File: config.mk
export PLATFORM = sky130hd
export DESIGN_NAME = csa_resolver
export DESIGN_NICKNAME = d
export VERILOG_FILES = /design/src/rtl/csa_resolver.sv
export SDC_FILE = /design/constraint.sdc
export NUM_CORES = 1
export LEC_CHECK = 0
export ABC_AREA = 1
export CAP_MARGIN = 20
export CORE_UTILIZATION = 45
export DETAILED_ROUTE_END_ITERATION = 7
export GPL_ROUTABILITY_DRIVEN = 1
export GPL_TIMING_DRIVEN = 1
export PLACE_DENSITY = 0.83
export SYNTH_ARGS = -nofsm -noshare
export SYNTH_HDL_FRONTEND = slang
export SYNTH_SLANG_ARGS = --single-unit
File: constraint.sdc
create_clock -name clk -period 3.9 [get_ports clk]
set_clock_uncertainty 0.05 [all_clocks]
set_input_delay 0.39 -clock clk [delete_from_list [all_inputs] [get_ports clk]]
set_output_delay 0.39 -clock clk [all_outputs]
set_load 0.03 [all_outputs]
File: src/rtl/csa_resolver.sv
// -----------------------------------------------------------------------------
// csa_resolver
//
// Carry-propagate back end for the carry-save adder array. Resolves a redundant
// (sum vector, carry vector) pair into one binary value, s_in + 2*c_in, using a
// chunked multi-cycle ripple: one CHUNK-bit slice per clock, LSB slice first.
// This keeps the full-width carry chain off the critical path.
//
// Ports:
//   clk        in   1    clock, rising edge
//   rst        in   1    synchronous active-high reset
//   s_in       in   W    sum vector, bit i weight 2^i
//   c_in       in   W    carry vector, bit i weight 2^(i+1)
//   in_valid   in   1    s_in/c_in valid
//   in_ready   out  1    resolver can accept an operand pair (IDLE)
//   out_sum    out  W+2  resolved value, defined while out_valid=1
//   out_valid  out  1    out_sum valid (DONE)
//   out_ready  in   1    consumer accepts out_sum
//   busy       out  1    high in ADD or DONE
// -----------------------------------------------------------------------------
module csa_resolver #(
    parameter int W     = 15,
    parameter int CHUNK = 5
) (
    input  logic         clk,
    input  logic         rst,
    input  logic [W-1:0] s_in,
    input  logic [W-1:0] c_in,
    input  logic         in_valid,
    output logic         in_ready,
    output logic [W+1:0] out_sum,
    output logic         out_valid,
    input  logic         out_ready,
    output logic         busy
);

    localparam int RW = W + 2;
    localparam int N  = (RW + CHUNK - 1) / CHUNK;
    localparam int KW = (N > 1) ? $clog2(N) : 1;

    typedef enum logic [1:0] {
        IDLE = 2'd0,
        ADD  = 2'd1,
        DONE = 2'd2
    } state_t;

    state_t          state_q, state_d;
    logic [RW-1:0]   a_q, a_d;
    logic [RW-1:0]   b_q, b_d;
    logic [RW-1:0]   sum_q, sum_d;
    logic            carry_q, carry_d;
    logic [KW-1:0]   k_q, k_d;

    logic [CHUNK-1:0] a_sl;
    logic [CHUNK-1:0] b_sl;
    logic [CHUNK:0]   slice_sum;

    // Slice extraction: pick bits [k*CHUNK +: CHUNK] of A and B. Bits that
    // would lie above RW-1 in a partial last slice stay zero, so the padded
    // slice adds correctly and its carry-out is always 0.
    always_comb begin
        a_sl = '0;
        b_sl = '0;
        for (int i = 0; i < RW; i++) begin
            if ((i / CHUNK) == int'(k_q)) begin
                a_sl[i % CHUNK] = a_q[i];
                b_sl[i % CHUNK] = b_q[i];
            end
        end
        slice_sum = {1'b0, a_sl} + {1'b0, b_sl} + {{CHUNK{1'b0}}, carry_q};
    end

    // Next-state and datapath update
    always_comb begin
        state_d = state_q;
        a_d     = a_q;
        b_d     = b_q;
        sum_d   = sum_q;
        carry_d = carry_q;
        k_d     = k_q;

        case (state_q)
            IDLE: begin
                if (in_valid) begin
                    a_d     = {2'b00, s_in};
                    b_d     = {1'b0, c_in, 1'b0};
                    carry_d = 1'b0;
                    k_d     = '0;
                    state_d = ADD;
                end
            end
            ADD: begin
                for (int i = 0; i < RW; i++) begin
                    if ((i / CHUNK) == int'(k_q)) begin
                        sum_d[i] = slice_sum[i % CHUNK];
                    end
                end
                carry_d = slice_sum[CHUNK];
                k_d     = k_q + KW'(1);
                if (k_q == KW'(N - 1)) begin
                    state_d = DONE;
                end
            end
            DONE: begin
                if (out_ready) begin
                    state_d = IDLE;
                end
            end
            default: begin
                state_d = IDLE;
            end
        endcase
    end

    // Control and result registers
    always_ff @(posedge clk) begin
        if (rst) begin
            state_q <= IDLE;
            sum_q   <= '0;
            carry_q <= 1'b0;
            k_q     <= '0;
        end else begin
            state_q <= state_d;
            sum_q   <= sum_d;
            carry_q <= carry_d;
            k_q     <= k_d;
        end
    end

    // Operand registers; only meaningful after an accept, so no reset
    always_ff @(posedge clk) begin
        a_q <= a_d;
        b_q <= b_d;
    end

    assign in_ready  = (state_q == IDLE);
    assign out_valid = (state_q == DONE);
    assign busy      = (state_q != IDLE);
    assign out_sum   = sum_q;

endmodule

=== Word level (Yosys, flattened, before mapping) ===
Cells that the tools add are included.
W data, S select, Z words.

* Register bits: 52
* Bits of input ports: 34
* Output and inout port bits: 20
* Logic and storage cells: 73

* Add/subtract/negate cells: 3
* Eq/ne operators: 9
* Mux-type cells: 41
* Reductions and logical operators: 11

{| class="wikitable"
|+ Operators by type and width
! operator !! count
|-
| $mux W1 || 34
|-
| $reduce_and A2 Y1 || 6
|-
| $mux W2 || 4
|-
| $add A5 B5 Y6 || 1
|-
| $add A6 B1 Y6 || 1
|-
| $pmux W2 S3 || 1
|-
| $eq A2 B2 Y1 const A || 2
|-
| $eq A2 B2 Y1 const B || 2
|-
| $logic_not A2 Y1 || 2
|-
| $ne A2 B2 Y1 const B || 2
|-
| $pmux W2 S2 || 1
|-
| $reduce_bool A2 Y1 || 2
|-
| $reduce_and A3 Y1 || 1
|-
| $add A2 B1 Y2 const B || 1
|-
| $eq A1 B2 Y1 const A || 1
|-
| $eq A2 B1 Y1 const B || 1
|-
| $ne A2 B1 Y1 const B || 1
|-
| $pmux W1 S2 || 1
|}

=== Depth between registers and ports, before layout ===
Gate-level depths: netlist (run 1).

* Depth in word-level cells: 8
* Depth in mapped cells: 16
* Mapped depth without buffers: 16

=== Least setup slack after synthesis (run 1) ===
Ideal clock, no wire load.

* Path kind: flip-flop to flip-flop
* Start point: register k_q[0]
* End point: register sum_q[11] (netlist: out_sum[11])
* Setup time: 0.116 ns
* Arrival: 2.250 ns
* Required time: 3.734 ns
* Setup slack: 1.484 ns
* Stages on the path, launching flop included: 11
* Path buffers: 1
* Period minus slack after synthesis: 2.416 ns
* Cells stage by stage: dfxtp_1 > inv_1 > ha_1 > inv_2 > buf_2 > o211ai_1 > fa_1 > inv_1 > fa_1 > nor2_1 > nor2_1

* Cells in the longest elaborated chain, start to end: 7
* Elaborated cells on any way between the ends: 22
* Those cells by class: add/sub (2); eq/ne (3); mux (15); reduce/logical (2)

{| class="wikitable"
|+ Ends and longest elaborated chain
! element !! line !! text
|-
| start: declaration || 52 || <nowiki>logic [KW-1:0] k_q, k_d;</nowiki>
|-
| start signal: assignment || 126 || <nowiki>k_q <= k_d;</nowiki>
|-
| $logic_not A2 Y1 || 65 || <nowiki>if ((i / CHUNK) == int'(k_q)) begin</nowiki>
|-
| $mux W1 (4 in a row) || 65 ||
|-
| $add A5 B5 Y6 * || 70 || <nowiki>slice_sum = {1'b0, a_sl} + {1'b0, b_sl} + {{CHUNK{1'b0}}, carry_q};</nowiki>
|-
| $add A6 B1 Y6 * || 70 ||
|-
| named net slice_sum[1] || 56 || <nowiki>logic [CHUNK:0] slice_sum;</nowiki>
|-
| end signal: assignment || 124 || <nowiki>sum_q <= sum_d;</nowiki>
|-
| end: declaration || 50 || <nowiki>logic [RW-1:0] sum_q, sum_d;</nowiki>
|}

Mark *: on every way through the listed nets, which the timed path passes. The rest lies on a longest branch.
A chain may end at the register's enable or synchronous reset.

=== Final worst setup path (run 1) ===
* Start point: register k_q[1]
* End point: register sum_q[1] (netlist: out_sum[1])

Same word-level chain as after synthesis.

==> metrics.txt, run 1 <==
Most used DFF post-synth=edfxtp_1; clock buffer depth=2; number of global-route vias before repair=1620; DRT Pass-1 Iters=5; Final Critical Period=2.840 ns; Startpoint Class=register; largest net degree at the start of global routing=33; Overflow after GRT=0; Post-DRT Antenna Nets=0; CP arrival=2.98 ns; post-cts resize count=0; VDD IR-drop max=0.0002360 V; RePlAce Congestion=0.9891; syn avg cell area=10.49 um^2; H-Tree Depth=2; Remaining DRCs=0; first-pass GRT wire length=6989 um; Critical Path End Type=register; Synth Net Count=260; Syn Inst Count=216; number of max-cap violations=0; Worst Setup Path Type=register to register; #FFs+latches synth=52; Final HPWL DP=3170 um; DIE AREA=5323 um^2; Crit Path Max Fanout=12; Post-synth ARST share=0%; wire length per cell=12.44 um; endpoints failing hold=0; Yosys cell types=25; nets=317; design area=2955 um^2; Hold Path Class=register to register; CTS buffer count=5; PwrDens=409.0 nW/um^2; layout cell share with drive strength beyond 1=7.299%; Root Buffer=clkbuf_8; port bufs=53; dpl cell area=2865 um^2; CTS tree=built; highest clock rate=0.3521 GHz; number of vias per cell=4.953; row cnt=25; CTS Sinks=52; die height=72.96 um; drt total wl=4242 um; core area=4786 um^2; initial core utilization=47.35%; Post-CTS Setup Repair Bufs=0; Worst-Margin Slew=0.8821 ns; YS warnings=0; WP data required=4.04 ns; Setup TNS=0 ns; post-synthesis cell area=2266 um^2; Tcrit/Tclk final=72.82%; register area share after synthesis=59.19%; final setup fails=0; Worst-path clk slew=0.09 ns; Layout area overhead=30.42%; status=complete, no violations; max-slew violations=0; io pins=54; Die Width=72.96 um; worst rel slew slack=41.05%; ANT cells=0; utilization after layout=61.75%; RSZ-0062 raised after global routing=false; first-iteration detailed-routing DRC count=139; worst-skew pair later-pin latency=0.29 ns; Tot GR Track Use=17.41%; Yosys top cell area share=39.76%; Pleak=1.199 nW; post-synth top area cell=edfxtp_1; DR vias=1689; EDFF count, synth=30; top post-synthesis cells by area=edfxtp_1 40%, dfxtp_1 19%, a21oi_1 5.5%; antenna violations before repair=0; CTS Hold Buffers Added=0
synth_stat cells, types with 2 or more instances:
library cell / count
a21oi_1: 25
a22oi_1: 3
buf_2: 2
dfxtp_1: 22
edfxtp_1: 30
fa_1: 2
ha_1: 8
inv_1: 23
inv_2: 2
nand2_1: 32
nand2_4: 2
nand3_1: 14
nor2_1: 19
nor2_4: 2
nor2_8: 2
o21a_1: 7
o21ai_0: 12
o21ai_2: 2
worst paths after layout:
path	from	endpoint	slack (ns)	cells past startpoint
worst min-delay path	carry_q$_SDFFE_PP0P_	carry_q$_SDFFE_PP0P_	0.43	2
worst max-delay path	k_q[1]$_SDFFE_PP0P_	out_sum[1]$_SDFFE_PP0P_	1.06	11
worst max register to register	k_q[1]$_SDFFE_PP0P_	out_sum[1]$_SDFFE_PP0P_	1.06	11
worst min register to register	carry_q$_SDFFE_PP0P_	carry_q$_SDFFE_PP0P_	0.43	2
where the power goes:
group	switching [mW]	total (mW)	internal [mW]
registers	0.0143	0.631	0.617
logic	0.162	0.276	0.114
clock network	0.159	0.301	0.142
cell type report:
cell class | instances | area [um^2]
fill | 393 | 1831
clock inverter | 1 | 3.754
clock buffer | 7 | 86.33
inverter | 27 | 113.9
tap | 67 | 83.83
sequential | 52 | 1341
timing repair buffer | 53 | 530.5
multi-input combinational | 134 | 795.8
flip-flops by register name, indices dropped and copies added (netlist names):
| name | cells |
|---|---|
| b_q | 15 |
| carry_q | 1 |
| k_q | 2 |
| out_sum | 17 |
| state_q | 2 |
| a_q | 15 |
layout by cell type (no fill, tap or decap), drive strengths merged:
master | netlist | layout
o21ai | 14 | 14
clkdlybuf4s50 | 0 | 53
edfxtp | 30 | 30
xnor2 | 1 | 1
a21oi | 26 | 26
nand3 | 14 | 14
inv | 27 | 28
a22oi | 3 | 3
nand2 | 34 | 34
nor2 | 24 | 24
ha | 8 | 8
clkbuf | 1 | 7
o211ai | 1 | 1
fa | 2 | 2
o21a | 7 | 7
dfxtp | 22 | 22
cell families after synthesis:
group                    Yosys count  synth area share, %
XOR/XNOR                           1               0.3866
flip-flops                        52                59.19
buffers and inverters             30                5.687
AO/OA/AOI/OAI                     51                12.98
adder cells (fa/ha/maj)           10                6.185
AND/OR/NAND/NOR                   72                15.57
critical path, stage by stage, from the launching register on:
cell and delay [ns]:
dfxtp_1 0.39, inv_1 0.08, ha_1 0.36, nor2_2 0.39
nand2_1 0.10, nand3_1 0.09, o211ai_1 0.11, fa_1 0.40
inv_1 0.11, fa_1 0.47, nor2_1 0.12, nor2_1 0.05
per-stage QoR:
stage                     total power, mW  instances  hold slack (ns)  worst slack [ns]
after global placement             0.9132        333           0.4035             1.210
after global routing                1.266        341           0.4529            0.7991
after detailed placement           0.9188        333           0.4089             1.085
after CTS                           1.214        341           0.4219             1.075
final                               1.209        341           0.4252             1.060
after floorplan                    0.8227        216           0.3872             1.484
metal layers:
layer / track usage [%] / share of wire (%) / vias to the layer above
met3: 3.453 / 4.0 / 4
li1: - / - / 841
met4: 4.575 / 1.1 / 0
met1: 20.65 / 41 / 794
met2: 32.09 / 54 / 50
met5: 0 / 0 / -
No activity file was read; power rests on OpenSTA's default activity.
==> run 2: changes to the inputs <==
--- a/config.mk
+++ b/config.mk
@@ -7,11 +7,11 @@
 export LEC_CHECK = 0
 export ABC_AREA = 1
 export CAP_MARGIN = 20
-export CORE_UTILIZATION = 45
+export CORE_UTILIZATION = 44
 export DETAILED_ROUTE_END_ITERATION = 7
 export GPL_ROUTABILITY_DRIVEN = 1
 export GPL_TIMING_DRIVEN = 1
-export PLACE_DENSITY = 0.83
+export PLACE_DENSITY = 0.85
 export SYNTH_ARGS = -nofsm -noshare
 export SYNTH_HDL_FRONTEND = slang
 export SYNTH_SLANG_ARGS = --single-unit
==> constraint.sdc (replaced) <==
create_clock -name clk -period 2.39 [get_ports clk]
set_clock_uncertainty 0.05 [all_clocks]
set_input_delay 0.239 -clock clk [delete_from_list [all_inputs] [get_ports clk]]
set_output_delay 0.239 -clock clk [all_outputs]
set_load 0.03 [all_outputs]
==> run 2 against run 1 <==
  * Clock power up 63%
  * Cell area is 5.2% higher
  * Critical path depth is 1 higher
  * Via count grew 2.4%
  * Non-clock buffer count up 12
  * Setup slack lost 0.94 ns
  * Sequential share of layout area shrank 2.1 points
  * Maximum frequency is 25% higher
  * Utilization up 2.4 points
  * Highest routed layer unchanged
==> metrics.txt, run 2 (synthesized netlist as in run 1, its figures left out) <==
CTS tree=built; WHS=0.4287 ns; Post-Place Setup Slack=-0.1068 ns; wire length per cell=13.33 um; max reg flops=17; CTS buffer count=5; Layout area overhead=37.22%; DR vias=1729; Startpoint Class=register; Crit Path Max Fanout=4; utilization after layout=64.13%; Final HPWL DP=3477 um; Root Buffer=clkbuf_8; status=complete, no violations; CP arrival=2.42 ns; RePlAce Congestion=0.9228; die height=73.76 um; Tot GR Track Use=19.00%; Pleak=1.247 nW; hold worst-path end=carry_q$_SDFFE_PP0P_; number of global-route vias before repair=1716; total power draw=2.057 mW; max-slew violations=0; worst hold path cell count=2; most common cell after layout, fill and taps aside=clkdlybuf4s50_1; highest clock rate=0.4398 GHz; final setup fails=0; number of vias per cell=4.898; most frequent cells in the layout=53 x clkdlybuf4s50_1, 30 x edfxtp_1, 29 x nand2_1, 24 x a21oi_1, 20 x dfxtp_1; CTS Hold Buffers Added=0; Worst Setup Path Type=register to register; layout cell share with drive strength beyond 1=19.23%; Hold Path Class=register to register; Worst Hold Launch=carry_q$_SDFFE_PP0P_; PwrDens=661.6 nW/um^2; first-iteration detailed-routing DRC count=120; Final Critical Period=2.274 ns; DRT Pass-1 Iters=5; initial core utilization=46.74%; ANT cells=0; # placed instances=342; drt total wl=4704 um; antenna violations before repair=0; Worst-path clk slew=0.09 ns; number of max-cap violations=0; Critical Path End Type=register; Fill cells=371; RSZ-0062 raised after global routing=true; Die Width=73.76 um; Tcrit/Tclk final=95.13%; WP data required=2.53 ns; reg2reg end=out_sum[16]$_SDFFE_PP0P_; endpoints failing hold=0; H-Tree Depth=2; row cnt=25; largest net degree at the start of global routing=33; port bufs=53; core area=4848 um^2; Overflow after GRT=0; nets=329; worst rel slew slack=72.93%; fin cells=353; first-pass GRT wire length=7714 um; Post-DRT Antenna Nets=0; io pins=54; critical register-to-register path startpoint=k_q[0]$_SDFFE_PP0P_; Worst-Margin Slew=0.4060 ns; FF-to-FF path depth=12; VDD IR-drop max=0.0005452 V; worst-skew pair later-pin latency=0.30 ns; R2R setup slack=0.12 ns; DIE AREA=5441 um^2; CTS Sinks=52; Worst Slack Setup Final=0.1164 ns; clock buffer depth=2; Remaining DRCs=0
run 2: cell types whose count changed in the layout (fill, tap and decap cells not counted), sizes merged:
cell      delta
buf         +12
clkbuf       -1
clkinv       +1
clkinvlp     +1
inv          -1
run 2: metrics by stage:
step | cell area [um^2] | setup TNS [ns]
2_1_floorplan | 2268 | 0
3_3_place_gp | 2933 | 0
3_5_place_dp | 2933 | -0.3786
4_1_cts | 3040 | 0
5_1_grt | 3109 | -0.01130
6_report | 3109 | 0
run 2: worst max path at each step:
stage,startpoint,end,depth (start not counted)
after CTS,k_q[0]$_SDFFE_PP0P_,out_sum[16]$_SDFFE_PP0P_,12
after global placement,k_q[1]$_SDFFE_PP0P_,out_sum[16]$_SDFFE_PP0P_,11
after detailed placement,k_q[1]$_SDFFE_PP0P_,out_sum[16]$_SDFFE_PP0P_,11
after floorplan,k_q[1]$_SDFFE_PP0P_,out_sum[11]$_SDFFE_PP0P_,11
after global routing,k_q[0]$_SDFFE_PP0P_,out_sum[16]$_SDFFE_PP0P_,11
final,k_q[0]$_SDFFE_PP0P_,out_sum[16]$_SDFFE_PP0P_,12
run 2: what timing repair did:
action / in CTS / in global routing
endpoints found under the setup margin: 7 / 14
gates resized for setup: 5 / 21
pin swaps: 3 / 7
buffers inserted: 1 / 2
run 2: routing by layer:
layer  vias to the layer above  global-route usage (%)  routed length, um
li1                        868                       -                  -
met1                       808                   23.51               1938
met2                        47                   33.03               2535
met3                         6                   2.743                165
met4                         0                   8.120                 65
met5                         -                       0                  0
run 2: cell type report:
type | instances | area (um^2) | area share [%]
flip-flops and latches | 52 | 1346 | 43.30
multi-input cells | 134 | 855.8 | 27.53
repair buffers | 65 | 620.6 | 19.96
inverters | 27 | 113.9 | 3.662
well taps | 67 | 83.83 | 2.696
clock buffers | 6 | 72.57 | 2.334
clock inverters | 2 | 16.27 | 0.5231
run 2: report_power, final:
| group | switching, mW | internal [mW] |
|---|---|---|
| sequential | 0.0249 | 1.01 |
| combinational | 0.297 | 0.238 |
| clock | 0.282 | 0.209 |
| total | 0.604 | 1.45 |
run 2: worst max-delay path, stage by stage, from the launching register on:
cell and delay [ns]:
dfxtp_4 0.37, inv_2 0.07, ha_1 0.16, inv_2 0.06, nor2_4 0.10, nand2_1 0.06, nand3_1 0.07, o211ai_1 0.11
fa_2 0.37, inv_2 0.09, fa_2 0.47, nor2_1 0.13, nor2_1 0.06
